$ cat config.mk
export PLATFORM = sky130hd
export DESIGN_NAME = dmem_store_buffer
export DESIGN_NICKNAME = d
export VERILOG_FILES = /design/src/rtl/dmem_store_buffer.sv
export SDC_FILE = /design/constraint.sdc
export NUM_CORES = 1
export LEC_CHECK = 0
export ABC_AREA = 1
export ABC_CLOCK_PERIOD_IN_PS = 4300
export CAP_MARGIN = 20
export CORE_MARGIN = 2
export CORE_UTILIZATION = 35
export CTS_CLUSTER_SIZE = 30
export DETAILED_ROUTE_END_ITERATION = 10
export DONT_BUFFER_PORTS = 1
export MAX_ROUTING_LAYER = met4
export RECOVER_POWER = 25
export REMOVE_ABC_BUFFERS = 1
export SYNTH_ARGS = -nofsm -noshare
export SYNTH_HDL_FRONTEND = slang
export SYNTH_SLANG_ARGS = --single-unit
$ cat constraint.sdc
create_clock -name clk -period 4.3 [get_ports clk]
set_input_delay 1.075 -clock clk [delete_from_list [all_inputs] [get_ports clk]]
set_output_delay 1.075 -clock clk [all_outputs]
set_load 0.05 [all_outputs]
$ cat src/rtl/dmem_store_buffer.sv
// Posted-write store buffer between the core data port and data memory.
// Stores retire into a circular FIFO, drain in order through a ready
// handshake, and loads are forwarded from the youngest matching entry.
// A small flush FSM drains the buffer to empty on request.
module dmem_store_buffer #(
  parameter int DEPTH = 4,
  parameter int AW    = 32,
  parameter int DW    = 32
) (
  input  logic                     clk,
  input  logic                     reset,
  input  logic                     st_valid,
  input  logic [AW-1:0]            st_addr,
  input  logic [DW-1:0]            st_data,
  output logic                     stall,
  input  logic [AW-1:0]            ld_addr,
  output logic                     ld_hit,
  output logic [DW-1:0]            ld_data,
  output logic                     mem_we,
  output logic [AW-1:0]            mem_addr,
  output logic [DW-1:0]            mem_wd,
  input  logic                     mem_ready,
  input  logic                     flush_req,
  output logic                     flush_done,
  output logic [$clog2(DEPTH):0]   count,
  output logic                     empty
);

  localparam int PW = $clog2(DEPTH);
  localparam int CW = PW + 1;

  typedef enum logic [1:0] {IDLE, DRAIN, DONE} state_t;

  state_t          state_q, state_d;
  logic [PW-1:0]   head_q, head_d;
  logic [PW-1:0]   tail_q, tail_d;
  logic [CW-1:0]   count_q, count_d;
  logic [AW-1:0]   addr_mem_q [DEPTH];
  logic [AW-1:0]   addr_mem_d [DEPTH];
  logic [DW-1:0]   data_mem_q [DEPTH];
  logic [DW-1:0]   data_mem_d [DEPTH];

  logic full;
  logic push;
  logic pop;
  logic unused_ld_lsb;

  // The byte offset of a load never takes part in word matching.
  assign unused_ld_lsb = ^ld_addr[1:0];

  // Handshake terms; stall depends only on registered state and st_valid.
  always_comb begin
    full     = (count_q == CW'(DEPTH));
    empty    = (count_q == '0);
    stall    = (full & st_valid) | (state_q == DRAIN);
    push     = st_valid & ~stall;
    mem_we   = ~empty;
    pop      = mem_we & mem_ready;
    mem_addr = addr_mem_q[head_q];
    mem_wd   = data_mem_q[head_q];
    count    = count_q;
  end

  // Pointer, occupancy and entry-write next-state.
  always_comb begin
    head_d     = head_q;
    tail_d     = tail_q;
    count_d    = count_q + CW'(push) - CW'(pop);
    addr_mem_d = addr_mem_q;
    data_mem_d = data_mem_q;
    if (pop) begin
      head_d = head_q + PW'(1);
    end
    if (push) begin
      addr_mem_d[tail_q] = st_addr;
      data_mem_d[tail_q] = st_data;
      tail_d             = tail_q + PW'(1);
    end
  end

  // Forwarding: scan oldest to youngest so the youngest match wins.
  always_comb begin
    ld_hit  = 1'b0;
    ld_data = '0;
    for (int i = 0; i < DEPTH; i++) begin
      logic [PW-1:0] idx;
      idx = head_q + PW'(i);
      if ((CW'(i) < count_q) &&
          (addr_mem_q[idx][AW-1:2] == ld_addr[AW-1:2])) begin
        ld_hit  = 1'b1;
        ld_data = data_mem_q[idx];
      end
    end
  end

  // Flush FSM next-state and done pulse.
  always_comb begin
    state_d    = state_q;
    flush_done = 1'b0;
    unique case (state_q)
      IDLE: begin
        if (flush_req) state_d = DRAIN;
      end
      DRAIN: begin
        // Pushes are blocked here, so count_d==0 covers both the
        // last pop and an already-empty buffer on entry.
        if (count_d == '0) state_d = DONE;
      end
      DONE: begin
        flush_done = 1'b1;
        state_d    = IDLE;
      end
      default: state_d = IDLE;
    endcase
  end

  // Control state: pointers, count and FSM, cleared asynchronously.
  always_ff @(posedge clk or posedge reset) begin
    if (reset) begin
      state_q <= IDLE;
      head_q  <= '0;
      tail_q  <= '0;
      count_q <= '0;
    end else begin
      state_q <= state_d;
      head_q  <= head_d;
      tail_q  <= tail_d;
      count_q <= count_d;
    end
  end

  // Entry storage; contents are meaningless until counted as valid.
  always_ff @(posedge clk) begin
    addr_mem_q <= addr_mem_d;
    data_mem_q <= data_mem_d;
  end

endmodule
* Word level (Yosys, flattened, before mapping)
Index checks and enable logic that the tools add are counted.
** Cells by class
- Order comparisons :: 10
- Reductions and logical operators :: 9
- Bitwise operators :: 11
- Multiplexer cells :: 40
- Add/sub/neg operators :: 6
- Eq/ne operators :: 9
** Operators with widths (number)
- two-way mux 32 bit :: 21
- binary-select mux 32 bit (select 2 bit) :: 8
- bitwise mux 128 bit :: 2
- == test 30 bit :: 4
- demux 32 bit (select 2 bit) :: 1
- greater-or-equal comparator 3 bit, second input constant :: 5
- NOT 2 -> 3 bit :: 5
- zero test 3 bit :: 2
- less-than comparator 1 x 3 -> 1 bit, first input constant :: 2
- less-than comparator 2 x 3 -> 1 bit, first input constant :: 2
- logical AND 1 bit :: 5
- two-way mux 1 bit :: 5
- adder 2 x 1 -> 2 bit, second input constant :: 2
- adder 2 bit, second input constant :: 2
- two-way mux 2 bit :: 2
- case mux 2 bit (2 select lines) :: 1
- adder 3 x 1 -> 3 bit :: 1
- AND 1 bit :: 3
- == test 3 bit, second input constant :: 1
- less-than comparator 3 x 1 -> 1 bit, second input constant :: 1
- subtractor 3 x 1 -> 3 bit :: 1
- == test 2 x 1 -> 1 bit, second input constant :: 1
- == test 2 bit, second input constant :: 1
- zero test 2 bit :: 1
- other kinds (5) :: 6
** Word-level totals
- Output and inout port bits :: 104
- Input bits :: 101
- Word-level logic and storage cells :: 97
- Flip-flop bits (word level) :: 265

* Longest topological paths before layout
Gate-level depths: netlist (run 1).
- Depth after elaboration :: 10
- Gate-level depth with buffers :: 19
- Depth with buffers taken out :: 17

* Least setup slack after synthesis (run 1)
No wires, ideal clock.
- Path kind :: input to register
- Start :: input st_valid
- End :: register addr_mem_q[0] (netlist bit), enable pin
- Library setup time :: 487 ps
- Buffers on the path :: 0
- Slack :: -298 ps
- Stages on the path :: 3
- Arrival time :: 4111 ps
- Data required time :: 3813 ps
- Cells stage by stage :: nand3_1 > nand3_1 > nor2_1
** On the way
- Longest elaborated chain between the ends :: 4
** RTL lines
- from (decl) :: line 12 : input logic st_valid,
- AND 1 bit :: line 55 : stall = (full & st_valid) | (state_q == DRAIN);
- OR 1 bit :: line 55
- NOT 1 bit :: line 56 : push = st_valid & ~stall;
- AND 1 bit * :: line 56
- to (signal assigned) :: line 134 : addr_mem_q <= addr_mem_d;
- to (decl) :: line 38 : logic [AW-1:0] addr_mem_q [DEPTH];
Every way passes the cells marked *; elsewhere a longest branch is shown, timed or not.
A chain may end at the register's enable or synchronous reset.

* Worst setup path in the final report (run 1)
- Start :: register head_q[0]
- End :: output ld_data[15]
** On the way
- Longest elaborated chain between the ends :: 10
- Elaborated cells on any way between the ends :: 43
- Classes of those cells :: add/sub (3); eq/ne (4); mux (28); bitwise (4); reduce/logical (4)
** RTL lines
- from (decl) :: line 35 : logic [PW-1:0] head_q, head_d;
- from (signal assigned) :: line 121 : head_q <= '0;
- from (signal assigned) :: line 126 : head_q <= head_d;
- adder 2 x 1 -> 2 bit / NOT 2 -> 3 bit (equally long branches) :: line 87, 89, 91
- NOT 2 -> 3 bit (not written as such) / binary-select mux 32 bit (select 2 bit) (equally long branches) :: line 89, 91
- binary-select mux 32 bit (select 2 bit) / two-way mux 32 bit (equally long branches) :: line 89 : (addr_mem_q[idx][AW-1:2] == ld_addr[AW-1:2])) begin
- two-way mux 32 bit (not written as such) :: line 89
- two-way mux 32 bit (not written as such) / == test 30 bit (equally long branches) :: line 89
- == test 30 bit / logical AND 1 bit (equally long branches) :: line 89, 88
- logical AND 1 bit / two-way mux 32 bit (equally long branches) :: line 88 : if ((CW'(i) < count_q) &&
- two-way mux 32 bit (2 in a row) :: line 88
- two-way mux 32 bit * :: line 88
- to (decl) :: line 18 : output logic [DW-1:0] ld_data,
Every way passes the cells marked *; elsewhere a longest branch is shown, timed or not. The select of a mux whose other input is x is not followed.

==> results of run 1 <==
-- worst min-delay path by stage --
stage          cells after the start                    from                     end
2_1_floorplan                      3  state_q[1]$_DFFE_PP0P_  state_q[0]$_DFFE_PP0P_
3_5_place_dp                       3  state_q[0]$_DFFE_PP0P_  state_q[0]$_DFFE_PP0P_
6_report                           1                   reset      count[1]$_DFF_PP0_
4_1_cts                            1                   reset  state_q[1]$_DFFE_PP0P_
5_1_grt                            1                   reset  state_q[0]$_DFFE_PP0P_
3_3_place_gp                       3  state_q[1]$_DFFE_PP0P_  state_q[0]$_DFFE_PP0P_
-- cell type report --
class	instances	area (um^2)
well taps	680	851
inverters	304	1160
clock inverters	17	244
repair buffers	215	3050
flip-flops and latches	265	7920
clock buffers	37	798
fillers	4918	28000
multi-input cells	1885	8980
diodes	1	2.50
-- metal layers --
layer / global-route usage, % / wire length (um) / vias up
met4: 7.78 / 2400 / 0
met3: 4.05 / 6250 / 154
met2: 36.5 / 30100 / 766
met5: - / 0 / -
met1: 25.8 / 25500 / 8304
li1: - / - / 8607
-- state kept, by name, summed over array words and instances (netlist names) --
signal	cells
tail_q	2
state_q	2
addr_mem_q	128
count	3
head_q	2
data_mem_q	128
-- power by group through the flow --
stage               logic, mW  clock network [mW]  registers (mW)
global placement         9.57                   0            3.43
CTS                      10.1                2.77            3.39
finish                   11.2                2.73            3.41
floorplan                5.91                   0            3.78
detailed placement       9.75                   0            3.45
global route             12.2                2.87            3.44
-- layout by cell type (no fill, tap or decap), types with 7 or more instances in the layout --
master	Yosys	final
buf_4	13	96
nor2_1	57	35
nor2_4	0	10
buf_6	0	22
nand3_2	0	34
nand2_4	0	10
nor2_2	5	17
ha_1	8	8
nand2_2	1	78
nand2_1	1084	994
inv_1	296	293
xor2_1	26	21
o21ai_0	290	248
o211ai_1	8	8
nand4_1	10	10
dfrtp_1	9	7
nand3_1	361	324
inv_2	8	8
clkbuf_16	0	55
o21ai_1	10	51
buf_12	0	59
edfxtp_1	256	256
-- worst max-delay path, stage by stage (launching register included) --
cell,delay [ns]
dfrtp_4,0.57
buf_12,0.18
nand2_8,0.11
nand2_8,0.11
buf_12,0.17
o21ai_0,0.20
xor2_1,0.14
nor2_1,0.23
nand4_1,0.16
nor2_2,0.16
nand2_4,0.16
inv_4,0.13
buf_12,0.19
nand2_1,0.07
nand2_1,0.13
buf_12,0.15
-- what timing repair did --
action	in CTS	in global routing
cloned	4	33
hold buffers	0	0
setup endpoints to repair	41	42
buffers inserted	9	16
gates resized for setup	47	206
pin swaps	9	27
-- cells by family after synthesis --
logic type               count (synthesis)  synth area share (%)
AND/OR/NAND/NOR                       1530                  34.9
buffers and inverters                  447                  10.1
AO/OA/AOI/OAI                          318                  9.05
flip-flops                             265                  44.1
XOR/XNOR                                26                  1.27
adder cells (fa/ha/maj)                  9                 0.669
==> metrics.txt, run 1 <==
Net Sw Frac ~52%; Detail Route Antenna Nets 0; die span in y 230 um; synth cell count leaders 1084 x nand2_1, 361 x nand3_1, 296 x inv_1; routed via count between 15000 and 20000; CTS max path bufs 3; Core Region just over 0.05 mm^2; CTS Sinks about 270; Netlist cell types 29; dpl cells about 3300; HP Class in -> async; post-synthesis sequential element count between 200 and 300; drt pass-1 iters 8; Post-synth EDFFs roughly 260; most frequent cell after synthesis nand2_1; Vias/cell approximately 5.2; Int Power around 8.4 mW; capturing point of the worst reg2reg path state_q[0]$_DFFE_PP0P_; final setup fails 33; Max-Cap Viols 0; clock power share 15.7%; Worst Slack Setup Final -0.250 ns; H-Tree Depth 1; layout cells sized above 1 16.4%; failing checks setup timing; synthesis warning total 0; r2r startpoint count[1]$_DFF_PP0_; Design Area, Final about 0.023 mm^2; Slew HR approximately 28%; initial antenna violation count 1; clk slew on worst S/H paths ~0.060 ns; CP Class reg -> out; flop-to-flop setup slack 1.07 ns; Final Util ~45%; Power, Total between 15 and 20 mW; # IOs around 200; CP endpoint kind output pin; hold_ws roughly 0.36 ns; Tmin final approximately 4.5 ns; Worst setup endpoint ld_data[15]; Mean Syn Cell Area 6.92 um^2; P_leak about 11 nW; Worst setup startpoint head_q[0]$_DFFE_PP0P_; Die ar. 0.0531 mm^2; NetSw 8.99 mW; area share of the largest cell type after synthesis a little over two fifths; sequential fraction of the synthesis area roughly 44%; DR DRC count 0; async set or reset register ratio after synthesis about 3.4%; Worst EP required 3.22 ns; final WL around 64 mm; final non-filler cell total 3404; area grow syn2layout 28.1%; synth top area cells edfxtp_1 43%, nand2_1 23%, nand3_1 10%, o21ai_0 8.1%, inv_1 6.2%; clk_lat worst skew approximately 0.59 ns; largest net degree at the start of global routing around 120; Routed WL per cell around 19 um; Critical Path Fanout Max 19; Least-Margin Pin Slew approximately 1.1 ns; first-pass GRT wire length 86.6 mm; status finished, violations left; Final nets between 2000 and 3000; Max Freq 220 MHz; total gr overflow 0; final hold vios 0; GRT Total Usage ~22%; max-slew violation count 0; post-synthesis instance area approximately 0.018 mm^2; Iter 0 DRT Violations between 1000 and 1500; VDD IR max 0.389 mV; CTS tree yes; RSZ-0062 raised after global routing yes; largest area contributor in the netlist edfxtp_1; Gate power share 64.6%; DP Area around 0.02 mm^2; gpl congestion 0.924; clock tree root driver cell clkbuf_16; WP data arrival roughly 3.5 ns; ys flop type edfxtp_1; cell count of the worst reg-to-reg path 14; Num CTS Buffers 31; detailed-placement wirelength estimate 38.3 mm; register share of total power roughly a fifth; FP Rows between 80 and 90; number of I/O port buffers 0; pre-CTS WS 0.147 ns; PwrDens 755 mW/mm^2; Initial Util a little over a third; Die W ~230 um; vias in the first global route 15900; Setup Skew 0.00884 ns; TNS Setup -6.94 ns; Mapped Cells between 2000 and 3000; Startpoint Class flop; fin crit share 106%
Power figures use the tool's default switching activity.
==> inputs of run 2 (changes only) <==
--- a/config.mk
+++ b/config.mk
@@ -8,12 +8,15 @@
 export ABC_AREA = 1
 export ABC_CLOCK_PERIOD_IN_PS = 4300
 export CAP_MARGIN = 20
+export CELL_PAD_IN_SITES_DETAIL_PLACEMENT = 1
+export CELL_PAD_IN_SITES_GLOBAL_PLACEMENT = 1
 export CORE_MARGIN = 2
 export CORE_UTILIZATION = 35
 export CTS_CLUSTER_SIZE = 30
 export DETAILED_ROUTE_END_ITERATION = 10
 export DONT_BUFFER_PORTS = 1
 export MAX_ROUTING_LAYER = met4
+export PLACE_DENSITY_LB_ADDON = 0.1
 export RECOVER_POWER = 25
 export REMOVE_ABC_BUFFERS = 1
 export SYNTH_ARGS = -nofsm -noshare
==> run 2 against run 1 <==
  * The flow still finishes with violations (setup timing)
  * Via count increased by 2.7%
  * Combinational power rose by 9%
  * Core utilization up 1.4 points
  * Sequential cell count unchanged
  * Fmax decreased by 2.7%
  * Register-to-register slack worse by 0.06 ns
  * Die area did not move
  * Total power rose by 5.0%
  * Largest power group unchanged
  * Highest routed layer unchanged
==> metrics.txt, run 2 (synthesis results as in run 1) <==
fill cell count 6207 (+26%); most common cell after layout, fill and taps aside nand2_1; flop-to-flop setup slack 1.01 ns (-0.06 ns); Worst EP required 3.22 ns (about the same); layout cells sized above 1 19.5% (+3.1 points); initial antenna violation count 0 (-1); wire length on met3 4.75 mm (-24%); area taken by multi-input logic gates 0.00921 mm^2 (+2.5%); r2r startpoint count[1]$_DFF_PP0_; P_leak 10.8 nW (+2.9%); CTS tree yes; Vias/cell 5.30 (+1.3%); DR top layer met4; # diodes 0 (-1); fin crit share 109% (+2.9 points); Iter 0 DRT Violations 1100 (-24%); met1 WL 32.7 mm (+28%); Net Sw Frac 52.4% (+0.59 points); Tmin final 4.67 ns (+0.124 ns); total gr overflow 0 (unchanged); DR DRC count 0 (unchanged); Initial Util 35.2% (unchanged); clk_lat worst skew 0.59 ns (about the same); routed via count 18300 (+2.7%); GRT Total Usage 25.3% (+3.7 points); Worst setup startpoint head_q[0]$_DFFE_PP0P_; PwrDens 769 mW/mm^2 (+1.9%); Least-Margin Pin Slew 0.893 ns (-0.186 ns); clock power share 14.5% (-1.2 points); most frequent cells in the layout 973 x nand2_1, 297 x nand3_1, 294 x inv_1; Post-CTS Hold Fix Bufs 0 (unchanged); Die ar. 0.0531 mm^2 (unchanged); Setup Skew 0.0122 ns (+0.00335 ns); Gate power share 66.8% (+2.2 points); Worst setup endpoint ld_data[21]; Int Power 8.68 mW (+3.8%); RSZ-0062 raised after global routing yes; Worst Slack Setup Final -0.374 ns (-0.124 ns); capturing point of the worst reg2reg path state_q[0]$_DFFE_PP0P_; failing checks setup timing; final WL 74.8 mm (+16%); Final Util 46.5% (+1.4 points); Max-Cap Viols 0 (unchanged); CP endpoint kind output pin; CP Class reg -> out; pre-CTS WS -0.0753 ns (-0.222 ns); status finished, violations left; area grow syn2layout 32.1%; WP data arrival 3.60 ns (+0.13 ns); Startpoint Class flop; max-slew violation count 0 (unchanged); clk slew on worst S/H paths 0.06 ns (about the same); final non-filler cell total 3453 (+1.4%); number of I/O port buffers 0 (unchanged); first-pass GRT wire length 100 mm (+16%); VDD IR max 0.437 mV (+12%); dpl cells 3313 (+0.79%); Routed WL per cell 21.7 um (+15%); H-Tree Depth 1 (unchanged); routed wire length on met2 35.7 mm (+19%); Max Freq 214 MHz (-2.7%); largest net degree at the start of global routing 145 (+24%); FP Rows 83 (unchanged); register share of total power 18.7% (-0.9 points); clock tree root driver cell clkbuf_16; detailed-placement wirelength estimate 44.1 mm (+15%); final setup fails 33 (unchanged); CTS max path bufs 3 (unchanged); vias in the first global route 17700 (+11%); NetSw 9.55 mW (+6.2%); Critical Path Fanout Max 16 (-3); Final nets 2858 (+1.6%); Core Region 0.0510 mm^2 (unchanged); gpl congestion 0.883 (-4.5%); Detail Route Antenna Nets 0 (unchanged); # IOs 205 (unchanged); Power, Total 18.2 mW (+5.0%); Die W 230 um (unchanged); die span in y 230 um (unchanged); Slew HR 40.3% (+12 points); cell count of the worst reg-to-reg path 14 (unchanged); drt pass-1 iters 5 (-3); Num CTS Buffers 31 (unchanged); HP Class in -> async; FF/Latch Area 0.00792 mm^2 (unchanged); CTS Sinks 265 (unchanged); final hold vios 0 (unchanged)
==> run 2: power groups by stage <==
stage | registers, mW | logic, mW | clock network (mW)
floorplan | 3.78 | 5.91 | 0
global placement | 3.43 | 10.1 | 0
detailed placement | 3.45 | 10.4 | 0
CTS | 3.41 | 10.8 | 2.67
global route | 3.44 | 13.2 | 2.78
finish | 3.41 | 12.2 | 2.64
==> run 2: worst max-delay path, stage by stage, from the launching register on <==
cell and delay (ns):
dfrtp_4 0.57, clkinv_8 0.12, buf_8 0.13, nand2_8 0.06, nand2_8 0.16, buf_12 0.17
nand2_1 0.08, nand3_1 0.16, nand4_1 0.17, nor2_1 0.16, nand2_2 0.12, nor2_4 0.17
buf_12 0.12, nand2_8 0.09, clkbuf_16 0.22, nand3_2 0.07, nand3_1 0.09, nand2_1 0.10
nand2_2 0.07, buf_12 0.15
==> run 2: per-stage QoR <==
stage                     hold slack (ns)  setup TNS [ns]  cell area [um^2]
final                               0.369          -10.86             23700
after global placement              0.517               0             20300
after global routing                0.391          -15.88             23700
after floorplan                     0.502         -779.85             17300
after CTS                           0.366           -9.72             21800
after detailed placement            0.545          -0.284             20300
==> run 2: layout make-up <==
cell class                      count  share of cell area (%)
Inverter                          304                    4.92
Tap cell                          680                    3.59
Multi-Input combinational cell   1884                    38.8
Timing Repair Buffer              262                    15.1
Clock inverter                     18                   0.754
Sequential cell                   265                    33.4
Clock buffer                       40                    3.46
==> run 2: how the worst min path moves through the flow <==
stage / startpoint / endpoint / slack, ns / cells past startpoint
after global routing: reset / count[2]$_DFF_PP0_ / 0.39 / 1
final: reset / count[2]$_DFF_PP0_ / 0.37 / 1
after global placement: state_q[1]$_DFFE_PP0P_ / state_q[0]$_DFFE_PP0P_ / 0.52 / 3
after CTS: reset / count[2]$_DFF_PP0_ / 0.37 / 1
after floorplan: state_q[1]$_DFFE_PP0P_ / state_q[0]$_DFFE_PP0P_ / 0.50 / 3
after detailed placement: state_q[0]$_DFFE_PP0P_ / state_q[0]$_DFFE_PP0P_ / 0.54 / 3
==> run 2: what timing repair did <==
| item | in CTS | in global routing |
|---|---|---|
| endpoints found under the hold margin | 0 | 0 |
| gates resized for setup | 68 | 253 |
| setup endpoints to repair | 51 | 50 |
| pin swaps | 3 | 107 |
| buffers inserted | 10 | 36 |
| gates cloned | 7 | 33 |
==> run 2: layer usage <==
layer	vias up	track usage (%)
met2	453	42.3
met1	9049	31.6
met5	-	-
met4	0	6.53
met3	104	4.73
li1	8711	-
==> inputs of run 3 (changes only) <==
--- a/config.mk
+++ b/config.mk
@@ -9,7 +9,7 @@
 export ABC_CLOCK_PERIOD_IN_PS = 4300
 export CAP_MARGIN = 20
 export CELL_PAD_IN_SITES_DETAIL_PLACEMENT = 1
-export CELL_PAD_IN_SITES_GLOBAL_PLACEMENT = 1
+export CELL_PAD_IN_SITES_GLOBAL_PLACEMENT = 2
 export CORE_MARGIN = 2
 export CORE_UTILIZATION = 35
 export CTS_CLUSTER_SIZE = 30
@@ -19,6 +19,7 @@
 export PLACE_DENSITY_LB_ADDON = 0.1
 export RECOVER_POWER = 25
 export REMOVE_ABC_BUFFERS = 1
+export SKIP_CTS_REPAIR_TIMING = 1
 export SYNTH_ARGS = -nofsm -noshare
 export SYNTH_HDL_FRONTEND = slang
 export SYNTH_SLANG_ARGS = --single-unit
==> run 3 against run 2 <==
  * Final cell count grew 0.58%
  * Largest power group unchanged
  * First-iteration DRC count shrank 17%
  * Clock-buffer cell count grew 6
  * Sequential power is essentially flat
  * Worst setup slack gained 0.062 ns
  * The run still ends with setup timing left
  * Highest routed layer unchanged
==> metrics.txt, run 3 (synthesis results as in run 1) <==
total gr overflow 0 (unchanged); Iter 0 DRT Violations 914 (-17%); r2r startpoint count[1]$_DFF_PP0_; Detail Route Antenna Nets 0 (unchanged); layout cells sized above 1 16.6% (-2.9 points); max-slew violation count 0 (unchanged); final non-filler cell total 3473 (+0.58%); CTS Sinks 265 (unchanged); NetSw 9.28 mW (-2.9%); CP max stage delay 0.56 ns (about the same); # diodes 0 (unchanged); register share of total power 18.8% (about the same); Setup Skew 0.0244 ns (+0.0122 ns); Worst setup startpoint head_q[0]$_DFFE_PP0P_; FP Rows 83 (unchanged); PwrDens 775 mW/mm^2 (+0.81%); H-Tree Depth 2 (+1); Max Freq 217 MHz (+1.3%); WP data arrival 3.54 ns (-0.06 ns); most frequent cells in the layout 1012 x nand2_1, 340 x nand3_1, 290 x inv_1; vias in the first global route 17500 (-0.94%); # IOs 205 (unchanged); HP Class in -> async; Die W 230 um (unchanged); dpl cells 3348 (+1.1%); Critical-path top delay cell dfrtp_4; number of I/O port buffers 0 (unchanged); Core Region 0.0510 mm^2 (unchanged); initial antenna violation count 2 (+2); die span in y 230 um (unchanged); DR DRC count 0 (unchanged); clk_lat worst skew 0.56 ns (-0.03 ns); Worst EP required 3.22 ns (about the same); Critical Path Fanout Max 8 (-8); Int Power 8.80 mW (+1.4%); drt pass-1 iters 5 (unchanged); final WL 73.0 mm (-2.4%); Least-Margin Pin Slew 0.874 ns (-0.0192 ns); clk slew on worst S/H paths 0.05 ns (about the same); largest net degree at the start of global routing 93 (-36%); Routed WL per cell 21.0 um (-3.0%); P_leak 10.8 nW (-0.58%); final setup fails 33 (unchanged); Die ar. 0.0531 mm^2 (unchanged); RSZ-0062 raised after global routing yes; Tmin final 4.61 ns (-0.0620 ns); fin crit share 107% (-1.4 points); Final nets 2876 (+0.63%); Max-Cap Viols 0 (unchanged); Initial Util 35.2% (unchanged); Gate power share 65.5% (-1.3 points); first-pass GRT wire length 97.3 mm (-2.9%); Slew HR 41.5% (+1.3 points); CP Buf/Inv Count 8 (+2); fill cell count 6297 (+1.4%); CP delay by family, top buffers and inverters; failing checks setup timing; detailed-placement wirelength estimate 43.8 mm (-0.63%); clock power share 15.7% (+1.2 points); CP endpoint kind output pin; CP Class reg -> out; routed via count 17900 (-2.1%); crit-path cells buf_6 > nand2_4 > nand2_4 > buf_6 > buf_12 > clkbuf_16 > o211ai_1 > nand2_1 > inv_1 > nand2_1 > nor2_1 > nand2_1 > nor2_4 > nand2_8 > clkbuf_16 > nand2_1 > inv_1 > nand2_1 > nand2_2 > buf_12; VDD IR max 0.502 mV (+15%); status finished, violations left; Net Sw Frac 51.3% (-1.1 points); GRT Total Usage 24.4% (-0.89 points); CTS tree yes; area grow syn2layout 29.9%; Startpoint Class flop; final hold vios 0 (unchanged); CTS max path bufs 3 (unchanged); Num CTS Buffers 35 (+13%); pre-CTS WS 0.0991 ns (+0.174 ns); Worst Slack Setup Final -0.312 ns (+0.0620 ns); most frequent CP cell nand2_1; Vias/cell 5.16 (-2.7%); gpl congestion 0.849 (-3.8%); most common cell after layout, fill and taps aside nand2_1; clock tree root driver cell clkbuf_16
## run 3: changes by cell type in the layout (fill, tap and decap cells not counted), sizes merged
cell      change
clkbuf        +7
bufinv        -1
nand2         -1
clkinv        +4
clkinvlp      -2
inv           -1
buf          +14
## run 3: worst paths after layout
| kind | to | slack, ns | cells past startpoint |
|---|---|---|---|
| worst max-delay path | ld_data[2] | -0.31 | 20 |
| worst min-delay path | state_q[0]$_DFFE_PP0P_ | 0.36 | 1 |
| worst max register to register | state_q[0]$_DFFE_PP0P_ | 1.07 | 14 |
| worst min register to register | state_q[0]$_DFFE_PP0P_ | 0.55 | 3 |
| max in group asynchronous | head_q[0]$_DFFE_PP0P_ | 3.65 | 1 |
| min in group clk | state_q[0]$_DFFE_PP0P_ | 0.55 | 3 |
## run 3: cell type report
| class | instances | area [um^2] | area share (%) |
|---|---|---|---|
| Clock buffer | 46 | 948 | 4.07 |
| Clock inverter | 18 | 159 | 0.681 |
| Inverter | 304 | 1170 | 5.02 |
| Multi-Input combinational cell | 1883 | 8760 | 37.6 |
| Sequential cell | 265 | 7920 | 33.9 |
| Tap cell | 680 | 851 | 3.65 |
| Timing Repair Buffer | 277 | 3510 | 15.1 |
## run 3: power groups by stage
stage	sequential, mW	combinational (mW)	clock [mW]
finish	3.41	11.8	2.83
global route	3.44	13.0	2.99
CTS	3.41	10.7	2.90
detailed placement	3.45	10.6	0
global placement	3.44	10.4	0
floorplan	3.78	5.91	0
## run 3: worst register-to-register path: stages, from the launching register on
cell and delay [ns]:
dfrtp_1 0.37, buf_4 0.23, nor2_1 0.08, nand2_1 0.38, inv_1 0.12, nor2_1 0.32, ha_1 0.30, inv_1 0.06
ha_1 0.14, inv_1 0.05, fa_1 0.50, inv_1 0.04, or3_1 0.40, nand2_1 0.08, nand2_1 0.05
## run 3: metal layers
layer	up-vias	GRT usage (%)	part of all wire, %
met4	0	7.08	2.6
met5	-	-	0
met3	107	4.50	5.1
li1	8741	-	-
met2	348	43.0	51
met1	8733	28.4	41
## run 3: stage by stage
stage	setup TNS [ns]	util, %	cell area (um^2)	power [mW]	hold WS, ns
5_1_grt	-14.03	45.7	23300	19.4	0.386
3_5_place_dp	0	40.3	20500	14.1	0.549
3_3_place_gp	0	40.3	20500	13.8	0.525
2_1_floorplan	-779.85	-	17300	9.69	0.502
4_1_cts	-15.60	42.5	21700	17.0	0.343
6_report	-8.85	45.7	23300	18.1	0.362
